===== config.mk =====
export PLATFORM = sky130hd
export DESIGN_NAME = altro_bus_master_flat
export DESIGN_NICKNAME = d
export VERILOG_FILES = /design/src/rtl/altro_bus_pkg.sv /design/src/rtl/altro_bus_master_if.sv /design/src/rtl/altro_rdo_collector.sv /design/src/rtl/altro_bus_master.sv /design/src/flat_wrapper.sv
export SDC_FILE = /design/constraint.sdc
export NUM_CORES = 1
export LEC_CHECK = 0
export ABC_AREA = 0
export CAP_MARGIN = 20
export CORE_MARGIN = 4
export CORE_UTILIZATION = 53
export CTS_CLUSTER_DIAMETER = 50
export DETAILED_ROUTE_END_ITERATION = 10
export GPL_ROUTABILITY_DRIVEN = 1
export HOLD_SLACK_MARGIN = 0.03
export PLACE_DENSITY = 0.87
export REMOVE_ABC_BUFFERS = 1
export SLEW_MARGIN = 40
export SYNTH_ARGS = -nofsm -noshare
export SYNTH_HDL_FRONTEND = slang
export SYNTH_SLANG_ARGS = --single-unit

===== constraint.sdc =====
create_clock -name rcu_clk -period 3.25 [get_ports rcu_clk]
set_input_delay 0.65 -clock rcu_clk [delete_from_list [all_inputs] [get_ports rcu_clk]]
set_output_delay 0.65 -clock rcu_clk [all_outputs]
set_load 0.005 [all_outputs]

===== src/rtl/altro_bus_pkg.sv =====
//------------------------------------------------------------------------------
// Module   : altro_bus_pkg
// Desc     : Shared types and constants for the ALTRO bus master slice.
// Revision : 1.0 - initial release
//------------------------------------------------------------------------------
`default_nettype none

package altro_bus_pkg;

    typedef enum logic [2:0] {
        S_IDLE      = 3'd0,
        S_ADDR      = 3'd1,
        S_WAIT_ACK  = 3'd2,
        S_REL       = 3'd3,
        S_WAIT_TRSF = 3'd4,
        S_COLLECT   = 3'd5,
        S_DONE      = 3'd6
    } state_t;

    localparam logic [1:0] c_ERR_OK   = 2'b00;
    localparam logic [1:0] c_ERR_ACK  = 2'b01;
    localparam logic [1:0] c_ERR_TRSF = 2'b10;
    localparam logic [1:0] c_ERR_OVF  = 2'b11;

    localparam int c_BD_W     = 40;
    localparam int c_FIELD_W  = 20;
    localparam int c_WORDS_W  = 12;
    localparam int c_ADDR_MSB = 39;
    localparam int c_ADDR_LSB = 20;
    localparam int c_DATA_MSB = 19;
    localparam int c_DATA_LSB = 0;

    function automatic logic [c_BD_W-1:0] bd_pack(input logic [c_FIELD_W-1:0] addr,
                                                  input logic [c_FIELD_W-1:0] data);
        logic [c_BD_W-1:0] res;
        res = '0;
        res[c_ADDR_MSB:c_ADDR_LSB] = addr;
        res[c_DATA_MSB:c_DATA_LSB] = data;
        return res;
    endfunction

endpackage

`default_nettype wire


===== src/rtl/altro_bus_master_if.sv =====
//------------------------------------------------------------------------------
// Module   : altro_bus_master_if
// Desc     : Command, response, readout stream and ALTRO bus signal bundle.
// Revision : 1.0 - initial release
//------------------------------------------------------------------------------
`default_nettype none

interface altro_bus_master_if;
    import altro_bus_pkg::*;

    logic                 cmd_valid;
    logic                 cmd_ready;
    logic                 cmd_write;
    logic                 cmd_rdo;
    logic [c_FIELD_W-1:0] cmd_addr;
    logic [c_FIELD_W-1:0] cmd_data;
    logic                 rsp_valid;
    logic [c_FIELD_W-1:0] rsp_data;
    logic [1:0]           rsp_err;
    logic [c_WORDS_W-1:0] rsp_words;
    logic                 out_valid;
    logic [c_BD_W-1:0]    out_data;
    logic                 out_last;
    logic                 cstb;
    logic                 write;
    logic [c_BD_W-1:0]    bd_out;
    logic                 bd_oe;
    logic [c_BD_W-1:0]    bd_in;
    logic                 ackn;
    logic                 dstb;
    logic                 trsf;

    modport master (
        input  cmd_valid, cmd_write, cmd_rdo, cmd_addr, cmd_data,
        input  bd_in, ackn, dstb, trsf,
        output cmd_ready, rsp_valid, rsp_data, rsp_err, rsp_words,
        output out_valid, out_data, out_last,
        output cstb, write, bd_out, bd_oe
    );

    modport slave (
        output cmd_valid, cmd_write, cmd_rdo, cmd_addr, cmd_data,
        output bd_in, ackn, dstb, trsf,
        input  cmd_ready, rsp_valid, rsp_data, rsp_err, rsp_words,
        input  out_valid, out_data, out_last,
        input  cstb, write, bd_out, bd_oe
    );

endinterface

`default_nettype wire


===== src/rtl/altro_rdo_collector.sv =====
//------------------------------------------------------------------------------
// Module   : altro_rdo_collector
// Desc     : One-word hold buffer turning dstb-strobed bus words into a stream.
// Revision : 1.0 - initial release
//------------------------------------------------------------------------------
`default_nettype none

module altro_rdo_collector
    import altro_bus_pkg::*;
#(
    parameter int MAX_WORDS = 4095
) (
    input  wire logic                 clk,
    input  wire logic                 rst,
    input  wire logic                 i_clear,
    input  wire logic                 i_enable,
    input  wire logic                 i_dstb,
    input  wire logic                 i_trsf,
    input  wire logic [c_BD_W-1:0]    i_bd_in,
    output logic                      o_out_valid,
    output logic [c_BD_W-1:0]         o_out_data,
    output logic                      o_out_last,
    output logic [c_WORDS_W-1:0]      o_words,
    output logic                      o_overflow,
    output logic                      o_done
);

    localparam logic [c_WORDS_W-1:0] c_MAX = c_WORDS_W'(MAX_WORDS);

    logic [c_BD_W-1:0]    r_buf;
    logic                 r_full;
    logic                 r_end_seen;
    logic [c_WORDS_W-1:0] r_count;
    logic                 r_ovf;
    logic                 r_out_valid;
    logic                 r_out_last;
    logic [c_BD_W-1:0]    r_out_data;

    logic w_end;
    logic w_strobe;
    logic w_room;
    logic w_capture;

    // Only the first cycle with trsf low may still carry a word.
    assign w_end     = i_enable & ~i_trsf;
    assign w_strobe  = i_enable & i_dstb & ~r_end_seen;
    assign w_room    = (r_count < c_MAX);
    assign w_capture = w_strobe & w_room;
    assign o_done    = w_end & ~w_capture;

    always_ff @(posedge clk) begin
        if (rst || i_clear) begin
            r_buf       <= '0;
            r_full      <= 1'b0;
            r_end_seen  <= 1'b0;
            r_count     <= '0;
            r_ovf       <= 1'b0;
            r_out_valid <= 1'b0;
            r_out_last  <= 1'b0;
            r_out_data  <= '0;
        end else begin
            r_out_valid <= 1'b0;
            r_out_last  <= 1'b0;
            if (w_strobe && !w_room) begin
                r_ovf <= 1'b1;
            end
            if (w_end) begin
                r_end_seen <= 1'b1;
            end
            if (w_capture) begin
                if (r_full) begin
                    r_out_valid <= 1'b1;
                    r_out_data  <= r_buf;
                end
                r_buf   <= i_bd_in;
                r_full  <= 1'b1;
                r_count <= r_count + 1'b1;
            end else if (w_end && r_full) begin
                r_out_valid <= 1'b1;
                r_out_last  <= 1'b1;
                r_out_data  <= r_buf;
                r_full      <= 1'b0;
            end
        end
    end

    assign o_out_valid = r_out_valid;
    assign o_out_data  = r_out_data;
    assign o_out_last  = r_out_last;
    assign o_words     = r_count;
    assign o_overflow  = r_ovf;

endmodule

`default_nettype wire


===== src/rtl/altro_bus_master.sv =====
//------------------------------------------------------------------------------
// Module   : altro_bus_master
// Desc     : RCU-side ALTRO bus initiator: register read/write and readout.
// Revision : 1.0 - initial release
//------------------------------------------------------------------------------
`default_nettype none

module altro_bus_master
    import altro_bus_pkg::*;
#(
    parameter int ACK_TIMEOUT  = 64,
    parameter int TRSF_TIMEOUT = 1024,
    parameter int MAX_WORDS    = 4095
) (
    input  wire logic           rcu_clk,
    input  wire logic           reset,
    altro_bus_master_if.master  bus
);

    localparam int c_TMO_MAX = (ACK_TIMEOUT > TRSF_TIMEOUT) ? ACK_TIMEOUT : TRSF_TIMEOUT;
    localparam int c_TMO_W   = (c_TMO_MAX > 1) ? $clog2(c_TMO_MAX) : 1;
    localparam logic [c_TMO_W-1:0] c_ACK_LIM  = c_TMO_W'(ACK_TIMEOUT - 1);
    localparam logic [c_TMO_W-1:0] c_TRSF_LIM = c_TMO_W'(TRSF_TIMEOUT - 1);

    state_t               r_state;
    state_t               w_state_next;
    logic                 r_ackn;
    logic                 r_dstb;
    logic                 r_trsf;
    logic [c_BD_W-1:0]    r_bd_in;
    logic [c_TMO_W-1:0]   r_tmo_cnt;
    logic                 r_wr;
    logic                 r_rdo;
    logic [c_FIELD_W-1:0] r_addr;
    logic [c_FIELD_W-1:0] r_data;
    logic [c_FIELD_W-1:0] r_rsp_data;
    logic [1:0]           r_err;

    logic                 w_accept;
    logic                 w_ack_tmo;
    logic                 w_trsf_tmo;
    logic                 w_col_en;
    logic                 w_col_done;
    logic                 w_col_ovf;
    logic [c_WORDS_W-1:0] w_col_words;

    assign w_accept = bus.cmd_valid & (r_state == S_IDLE);
    assign w_col_en = (r_state == S_COLLECT);

    always_ff @(posedge rcu_clk) begin
        if (reset) begin
            r_ackn  <= 1'b0;
            r_dstb  <= 1'b0;
            r_trsf  <= 1'b0;
            r_bd_in <= '0;
        end else begin
            r_ackn  <= bus.ackn;
            r_dstb  <= bus.dstb;
            r_trsf  <= bus.trsf;
            r_bd_in <= bus.bd_in;
        end
    end

    always_ff @(posedge rcu_clk) begin
        if (reset) begin
            r_state <= S_IDLE;
        end else begin
            r_state <= w_state_next;
        end
    end

    always_comb begin
        w_state_next = r_state;
        w_ack_tmo    = 1'b0;
        w_trsf_tmo   = 1'b0;
        case (r_state)
            S_IDLE:      if (w_accept) w_state_next = S_ADDR;
            S_ADDR:      w_state_next = S_WAIT_ACK;
            S_WAIT_ACK: begin
                if (r_ackn) begin
                    w_state_next = S_REL;
                end else if (r_tmo_cnt == c_ACK_LIM) begin
                    w_state_next = S_DONE;
                    w_ack_tmo    = 1'b1;
                end
            end
            S_REL: begin
                if (!r_ackn) begin
                    w_state_next = r_rdo ? S_WAIT_TRSF : S_DONE;
                end else if (r_tmo_cnt == c_ACK_LIM) begin
                    w_state_next = S_DONE;
                    w_ack_tmo    = 1'b1;
                end
            end
            S_WAIT_TRSF: begin
                if (r_trsf) begin
                    w_state_next = S_COLLECT;
                end else if (r_tmo_cnt == c_TRSF_LIM) begin
                    w_state_next = S_DONE;
                    w_trsf_tmo   = 1'b1;
                end
            end
            S_COLLECT:   if (w_col_done) w_state_next = S_DONE;
            S_DONE:      w_state_next = S_IDLE;
            default:     w_state_next = S_IDLE;
        endcase
    end

    // Counter restarts on every state change so each wait gets a full budget.
    always_ff @(posedge rcu_clk) begin
        if (reset || (w_state_next != r_state)) begin
            r_tmo_cnt <= '0;
        end else begin
            r_tmo_cnt <= r_tmo_cnt + 1'b1;
        end
    end

    always_ff @(posedge rcu_clk) begin
        if (reset) begin
            r_wr       <= 1'b0;
            r_rdo      <= 1'b0;
            r_addr     <= '0;
            r_data     <= '0;
            r_rsp_data <= '0;
            r_err      <= c_ERR_OK;
        end else if (w_accept) begin
            r_wr       <= bus.cmd_write | bus.cmd_rdo;
            r_rdo      <= bus.cmd_rdo;
            r_addr     <= bus.cmd_addr;
            r_data     <= (bus.cmd_write | bus.cmd_rdo) ? bus.cmd_data : '0;
            r_rsp_data <= '0;
            r_err      <= c_ERR_OK;
        end else begin
            if ((r_state == S_WAIT_ACK) && r_ackn && !r_wr) begin
                r_rsp_data <= r_bd_in[c_DATA_MSB:c_DATA_LSB];
            end
            if (w_ack_tmo) begin
                r_err <= c_ERR_ACK;
            end else if (w_trsf_tmo) begin
                r_err <= c_ERR_TRSF;
            end
        end
    end

    altro_rdo_collector #(
        .MAX_WORDS (MAX_WORDS)
    ) u_collector (
        .clk         (rcu_clk),
        .rst         (reset),
        .i_clear     (w_accept),
        .i_enable    (w_col_en),
        .i_dstb      (r_dstb),
        .i_trsf      (r_trsf),
        .i_bd_in     (r_bd_in),
        .o_out_valid (bus.out_valid),
        .o_out_data  (bus.out_data),
        .o_out_last  (bus.out_last),
        .o_words     (w_col_words),
        .o_overflow  (w_col_ovf),
        .o_done      (w_col_done)
    );

    // Reads release the bus right after the address phase so the responder can drive.
    assign bus.cmd_ready = (r_state == S_IDLE);
    assign bus.cstb      = (r_state == S_ADDR) || (r_state == S_WAIT_ACK);
    assign bus.write     = bus.cstb & r_wr;
    assign bus.bd_oe     = (r_state == S_ADDR) || ((r_state == S_WAIT_ACK) && r_wr);
    assign bus.bd_out    = bus.bd_oe ? bd_pack(r_addr, r_data) : '0;
    assign bus.rsp_valid = (r_state == S_DONE);
    assign bus.rsp_data  = r_rsp_data;
    assign bus.rsp_err   = w_col_ovf ? c_ERR_OVF : r_err;
    assign bus.rsp_words = w_col_words;

endmodule

`default_nettype wire


===== src/flat_wrapper.sv =====
// flat-port wrapper written by rule: the top's interface ports become plain ports
module altro_bus_master_flat import altro_bus_pkg::*;
#(
    parameter int ACK_TIMEOUT  = 64,
    parameter int TRSF_TIMEOUT = 1024,
    parameter int MAX_WORDS    = 4095
)
  (rcu_clk, reset, bus_cmd_valid, bus_cmd_write, bus_cmd_rdo, bus_cmd_addr, bus_cmd_data, bus_bd_in, bus_ackn, bus_dstb, bus_trsf, bus_cmd_ready, bus_rsp_valid, bus_rsp_data, bus_rsp_err, bus_rsp_words, bus_out_valid, bus_out_data, bus_out_last, bus_cstb, bus_write, bus_bd_out, bus_bd_oe);
  altro_bus_master_if bus_i ();
  input  wire logic rcu_clk;
  input  wire logic reset;
  input wire logic [$bits(bus_i.cmd_valid)-1:0] bus_cmd_valid;
  input wire logic [$bits(bus_i.cmd_write)-1:0] bus_cmd_write;
  input wire logic [$bits(bus_i.cmd_rdo)-1:0] bus_cmd_rdo;
  input wire logic [$bits(bus_i.cmd_addr)-1:0] bus_cmd_addr;
  input wire logic [$bits(bus_i.cmd_data)-1:0] bus_cmd_data;
  input wire logic [$bits(bus_i.bd_in)-1:0] bus_bd_in;
  input wire logic [$bits(bus_i.ackn)-1:0] bus_ackn;
  input wire logic [$bits(bus_i.dstb)-1:0] bus_dstb;
  input wire logic [$bits(bus_i.trsf)-1:0] bus_trsf;
  output wire logic [$bits(bus_i.cmd_ready)-1:0] bus_cmd_ready;
  output wire logic [$bits(bus_i.rsp_valid)-1:0] bus_rsp_valid;
  output wire logic [$bits(bus_i.rsp_data)-1:0] bus_rsp_data;
  output wire logic [$bits(bus_i.rsp_err)-1:0] bus_rsp_err;
  output wire logic [$bits(bus_i.rsp_words)-1:0] bus_rsp_words;
  output wire logic [$bits(bus_i.out_valid)-1:0] bus_out_valid;
  output wire logic [$bits(bus_i.out_data)-1:0] bus_out_data;
  output wire logic [$bits(bus_i.out_last)-1:0] bus_out_last;
  output wire logic [$bits(bus_i.cstb)-1:0] bus_cstb;
  output wire logic [$bits(bus_i.write)-1:0] bus_write;
  output wire logic [$bits(bus_i.bd_out)-1:0] bus_bd_out;
  output wire logic [$bits(bus_i.bd_oe)-1:0] bus_bd_oe;
  assign bus_i.cmd_valid = bus_cmd_valid;
  assign bus_i.cmd_write = bus_cmd_write;
  assign bus_i.cmd_rdo = bus_cmd_rdo;
  assign bus_i.cmd_addr = bus_cmd_addr;
  assign bus_i.cmd_data = bus_cmd_data;
  assign bus_i.bd_in = bus_bd_in;
  assign bus_i.ackn = bus_ackn;
  assign bus_i.dstb = bus_dstb;
  assign bus_i.trsf = bus_trsf;
  assign bus_cmd_ready = bus_i.cmd_ready;
  assign bus_rsp_valid = bus_i.rsp_valid;
  assign bus_rsp_data = bus_i.rsp_data;
  assign bus_rsp_err = bus_i.rsp_err;
  assign bus_rsp_words = bus_i.rsp_words;
  assign bus_out_valid = bus_i.out_valid;
  assign bus_out_data = bus_i.out_data;
  assign bus_out_last = bus_i.out_last;
  assign bus_cstb = bus_i.cstb;
  assign bus_write = bus_i.write;
  assign bus_bd_out = bus_i.bd_out;
  assign bus_bd_oe = bus_i.bd_oe;
  altro_bus_master #(.ACK_TIMEOUT(ACK_TIMEOUT), .TRSF_TIMEOUT(TRSF_TIMEOUT), .MAX_WORDS(MAX_WORDS)) u_core (.rcu_clk(rcu_clk), .reset(reset), .bus(bus_i));
endmodule

* Word-level counts from Yosys, hierarchy flattened
Cells that the tools add are included.
Storage, ports and cells: register bits 217, bits of input ports 88, output and inout bits 121, word-level logic and storage cells 92
Cells by class: add/subtract/negate cells 2, magnitude comparators 1, equal/unequal tests 10, multiplexer cells 29, bitwise operators 11, reductions and logical operators 18
Operators by type and width (count):
- 40-bit two-way mux | 4
- 3-bit two-way mux | 7
- 20-bit two-way mux | 1
- 3-bit one-hot mux with 6 select lines | 1
- 1-bit two-way mux | 13
- 12-bit by 1-bit adder with 12-bit output, second input constant | 1
- 12-bit < comparator, second input constant | 1
- 10-bit by 1-bit adder with 10-bit output, second input constant | 1
- 10-bit equality test, second input constant | 1
- 10-bit by 6-bit equality test with 1-bit output, second input constant | 1
- 3-bit equality test, second input constant | 3
- 1-bit AND | 7
- 3-bit by 2-bit equality test with 1-bit output, second input constant | 2
- 1-bit logical AND | 5
- 1-bit logical OR | 4
- 2-bit two-way mux | 2
- 2-bit nonzero test | 2
- 2-bit OR reduction | 2
- 3-bit by 1-bit equality test with 1-bit output, second input constant | 1
- 3-bit logical NOT | 1
- 3-bit != test | 1
- 1-bit NOT | 3
- 3-bit OR reduction | 1
- 1-bit logical NOT | 2
- other kinds (4) | 4

* Longest topological paths before layout
depth in word-level cells 10, mapped depth 8, mapped depth without buffers 5

* Hierarchy
A second synthesis with hierarchy kept.
Second synthesis, totals: cell total of the unflattened synthesis 853, area, all modules 8151.6 um2
Modules (own cells, without submodules):
- altro_bus_master | instances 1, cells each 455, area each 4403.0 um2, seq. area each 2402.3 um2
- altro_rdo_collector | instances 1, cells each 398, area each 3748.6 um2, seq. area each 1941.9 um2

* Worst setup path before layout
Ideal clock, no wire load.
kind register -> output, start point register u_core.r_state[1], end point output port bus_bd_out[30], arrival time 1.394 ns, required time 2.600 ns, setup slack 1.206 ns, cell stages (with the launch flop) 7, path buffers 3, cell sequence dfxtp_1 buf_2 buf_2 nand3b_1 a21oi_1 clkbuf_1 and2_1
On the way: cells in the longest elaborated chain, start to end 4, elaborated cells on any way between the ends 5, those cells by class 2 x eq/ne; 1 x mux; 2 x reduce/logical
RTL lines:
- start, declared | line altro_bus_master.sv:25 | state_t r_state;
- start signal, assigned | line altro_bus_master.sv:68 | r_state <= w_state_next;
- 3-bit by 2-bit equality test with 1-bit output | line altro_bus_master.sv:167 | assign bus.bd_oe = (r_state == S_ADDR) || ((r_state == S_WAIT_ACK) && r_wr);
- 1-bit logical AND | line altro_bus_master.sv:167
- 1-bit logical OR * | line altro_bus_master.sv:167
- net bus_bd_oe | line flat_wrapper.sv:32 | output wire logic [$bits(bus_i.bd_oe)-1:0] bus_bd_oe;
- 40-bit two-way mux * | line altro_bus_master.sv:168 | assign bus.bd_out = bus.bd_oe ? bd_pack(r_addr, r_data) : '0;
- end, declared | line flat_wrapper.sv:31 | output wire logic [$bits(bus_i.bd_out)-1:0] bus_bd_out;
Mark *: on every way through the listed nets, which the timed path passes. The rest lies on a longest branch.

* Worst setup path after layout
start point register u_core.r_state[1], end point output port bus_bd_out[34]
On the way: cells in the longest elaborated chain, start to end 4, elaborated cells on any way between the ends 5, those cells by class 2 x eq/ne; 1 x mux; 2 x reduce/logical
RTL lines (line):
- 3-bit by 2-bit equality test with 1-bit output | altro_bus_master.sv:167
- 1-bit logical AND | altro_bus_master.sv:167
- 1-bit logical OR * | altro_bus_master.sv:167
- 40-bit two-way mux * | altro_bus_master.sv:168
Every way passes the cells marked *; elsewhere a longest branch is shown, timed or not.

==> run summary <==
clock sinks - 217
initial antenna violation count - 0
outcome - finished clean
First-pass DRT Iterations - 5
port bufs - 208
synth unique cells - 65
Final Wtd Congestion - 0.845
Mapped Avg Cell Area - 9.42 sq um
GR Overflow Total - 0
Die ar. - 17500 sq um
met2 usage - 41.1%
YS warnings - 0
flops & latches, synth - 217
DRC Markers - 0
area of the multi-input gates - 3520 sq um
most common cell after layout, fill and taps aside - dfxtp_1
Critical Path, Cell by Cell - nand3b_1 > a21oi_2 > buf_12 > and2_1 > clkdlybuf4s50_1
most frequent cells in the layout - 216 x dfxtp_1, 207 x clkdlybuf4s50_1, 127 x nand2_1, 73 x a21oi_1, 48 x nand3_1
GRT Max-Usage Layer - met2
Worst path max stage delay - 0.51 ns
post-CTS setup buffer count - 0
power consumption - 5920 uW
Resize count post-CTS - 0
Worst EP required - 2.60 ns
Avg Vias per Cell - 5.55
setup ws final - 0.242 ns
share of cells above drive strength 1 - 7.19%
Tcrit/Tclk final - 92.5%
number of global-route vias before repair - 6769
Crit-path slowest cell - clkdlybuf4s50_1
initial DRC count - 437
via count - 6988
Hold Crit Class - flip-flop to flip-flop
Post-synth EDFFs - 0
FILL cells - 1085
Worst-Margin Slew - 0.563 ns
WP data arrival - 2.36 ns
Area Growth Syn to Fin - 36.7%
Worst slew margin - 62.5%
Worst-path clk slew - 0.06 ns
TritonCTS Buffers - 23
Max Cap Viol - 0
GRT Overall Usage - 23.5%
met1 Track Usage GR - 28.8%
start point of the worst hold path - u_core.r_bd_in[31]
sequential element share of the synthesized area - 53.1%
CTS Hold Bufs - 0
r2r startpoint - u_core.r_state[1]
Top FF cell, synth - dfxtp_1
post-route cell area - 11200 sq um
cell count after synthesis - 869
worst skew pair latency - 0.51 ns
met3 usage - 3.82%
RSZ-0062 raised after global routing - no
Root Driver - clkbuf_16
Area after DPL - 10400 sq um
Ant. Diodes - 0
final setup violation count - 0
largest net degree at the start of global routing - 52
CP Capture Type - output pin
fmax - 332 MHz
clock skew - 0.0138 ns
Bufs on Longest Clock Path - 3
Die Height - 132 um
routed len/inst - 16.9 um
FP Rows - 45
Die Wd - 132 um
FF+latch area - 4350 sq um
pwr/cell area - 529 nW/um^2
number of H-tree levels - 1
final wirelength - 21300 um
Placement Setup Slack - 0.640 ns
post-layout minimum cycle time - 3.01 ns
Final Hold Slack - 0.448 ns
Worst setup SP type - flip-flop
maximum VDD drop - 0.437 mV
crit-path max FO - 33
FFs w/ async S/R, synth - 0%
Post-Syn Area - 8190 sq um
# IOs - 209
CP Class - flip-flop to output pin
Final Net Count - 1145
Final Hold Vio Count - 0
HPWL Detailed - 14100 um
final slew viol count - 0
Initial Utilization - 54.1%
Leak - 0.00388 uW
first-pass GRT wire length - 34300 um
Critical path origin - u_core.r_state[1]
DRT antenna net count - 0
CTS tree - built
Core ar. - 15100 sq um
==> per-stage QoR <==
step / utilization [%] / instances / TNS, ns
CTS: 73.9 / 1259 / 0
detailed placement: 68.6 / 1218 / 0
global placement: 68.6 / 1218 / 0
floorplan: - / 802 / -28.63
global route: 73.9 / 1259 / 0
finish: 73.9 / 1259 / 0
==> where the power goes <==
group	switching [uW]	leakage, uW	internal (uW)
combinational	195	0.00173	227
sequential	49.4	0.00177	2740
clock	1060	0.000383	1650
==> Yosys cell counts (2+ instances only) <==
cell type / number / share of area, %
dfxtp_1: 217 / 53
nand2_1: 127 / 5.8
a21oi_1: 74 / 4.5
nand3_1: 48 / 2.9
nor2b_1: 46 / 3.5
and2_1: 44 / 3.4
a22o_1: 42 / 4.5
mux2i_1: 41 / 5.0
clkbuf_1: 39 / 1.8
o21ai_1: 29 / 1.8
o21ai_0: 15 / 0.92
buf_2: 11 / 0.67
nor4_1: 11 / 0.84
nor2_1: 10 / 0.46
buf_1: 8 / 0.37
buf_6: 8 / 1.1
nand2b_1: 6 / 0.46
o21a_1: 6 / 0.55
o31ai_1: 6 / 0.55
and3_1: 5 / 0.38
inv_1: 5 / 0.23
nand4_1: 5 / 0.38
or4_1: 5 / 0.46
xnor2_1: 5 / 0.53
or3_1: 4 / 0.31
a21o_1: 3 / 0.28
and4_1: 3 / 0.32
nor3_1: 3 / 0.18
xor2_1: 3 / 0.32
a211oi_1: 2 / 0.18
ha_1: 2 / 0.31
nand3b_1: 2 / 0.18
or2_2: 2 / 0.15
==> logic make-up (layout without fill, tap and decap cells) <==
family / Yosys count / count (layout) / synth area share (%)
buf+inv: 73 / 275 / 4.29
fa+ha+maj: 2 / 2 / 0.306
mux: 41 / 41 / 5.01
flops: 217 / 217 / 53.1
compound gates: 190 / 190 / 14.7
simple gates: 338 / 338 / 21.7
xor+xnor: 8 / 8 / 0.856
==> worst max-delay path: cells and delay by family, from the launching register on <==
kind	cells	cell delay, ns
compound gates	1	0.38
flops	1	0.47
buf+inv	2	0.72
simple gates	2	0.28
==> routing by layer <==
| layer | part of all wire (%) | up-vias | wire, um |
|---|---|---|---|
| met1 | 41 | 3286 | 8680 |
| li1 | - | 3399 | - |
| met3 | 5.2 | 64 | 1100 |
| met4 | 4.0 | 0 | 851 |
| met5 | 0 | - | 0 |
| met2 | 50 | 239 | 10600 |
==> final timing paths <==
kind / slack [ns] / end / cells past startpoint
worst min-delay path: 0.45 / u_core.u_collector.r_buf[31] / 2
worst max register to register: 0.90 / u_core.u_collector.o_out_data[22] / 6
worst min register to register: 0.45 / u_core.u_collector.r_buf[31] / 2
worst max-delay path: 0.24 / bus_bd_out[34] / 5
==> final cells by class <==
| class | instances | share of cell area (%) |
|---|---|---|
| Clock buffer | 32 | 5.80 |
| Clock inverter | 9 | 1.29 |
| Inverter | 6 | 0.201 |
| Multi-Input combinational cell | 579 | 31.4 |
| Sequential cell | 217 | 38.8 |
| Tap cell | 188 | 2.10 |
| Timing Repair Buffer | 228 | 20.3 |
==> flip-flops by register name, indices dropped and copies added (netlist names) <==
| name | flops |
|---|---|
| u_core.r_bd_in | 40 |
| u_core.u_collector.o_out_data | 40 |
| u_core.u_collector.r_buf | 40 |
| u_core.bus.rsp_data | 20 |
| u_core.r_addr | 20 |
| u_core.r_data | 20 |
| u_core.u_collector.o_words | 12 |
| u_core.r_tmo_cnt | 10 |
| u_core.r_state | 3 |
| u_core.r_err | 2 |
| u_core.r_ackn | 1 |
| u_core.r_dstb | 1 |
| u_core.r_rdo | 1 |
| u_core.r_trsf | 1 |
| u_core.r_wr | 1 |
| u_core.u_collector.o_out_last | 1 |
| u_core.u_collector.o_out_valid | 1 |
| u_core.u_collector.o_overflow | 1 |
| u_core.u_collector.r_end_seen | 1 |
| u_core.u_collector.r_full | 1 |
No activity file was read; power rests on OpenSTA's default activity.
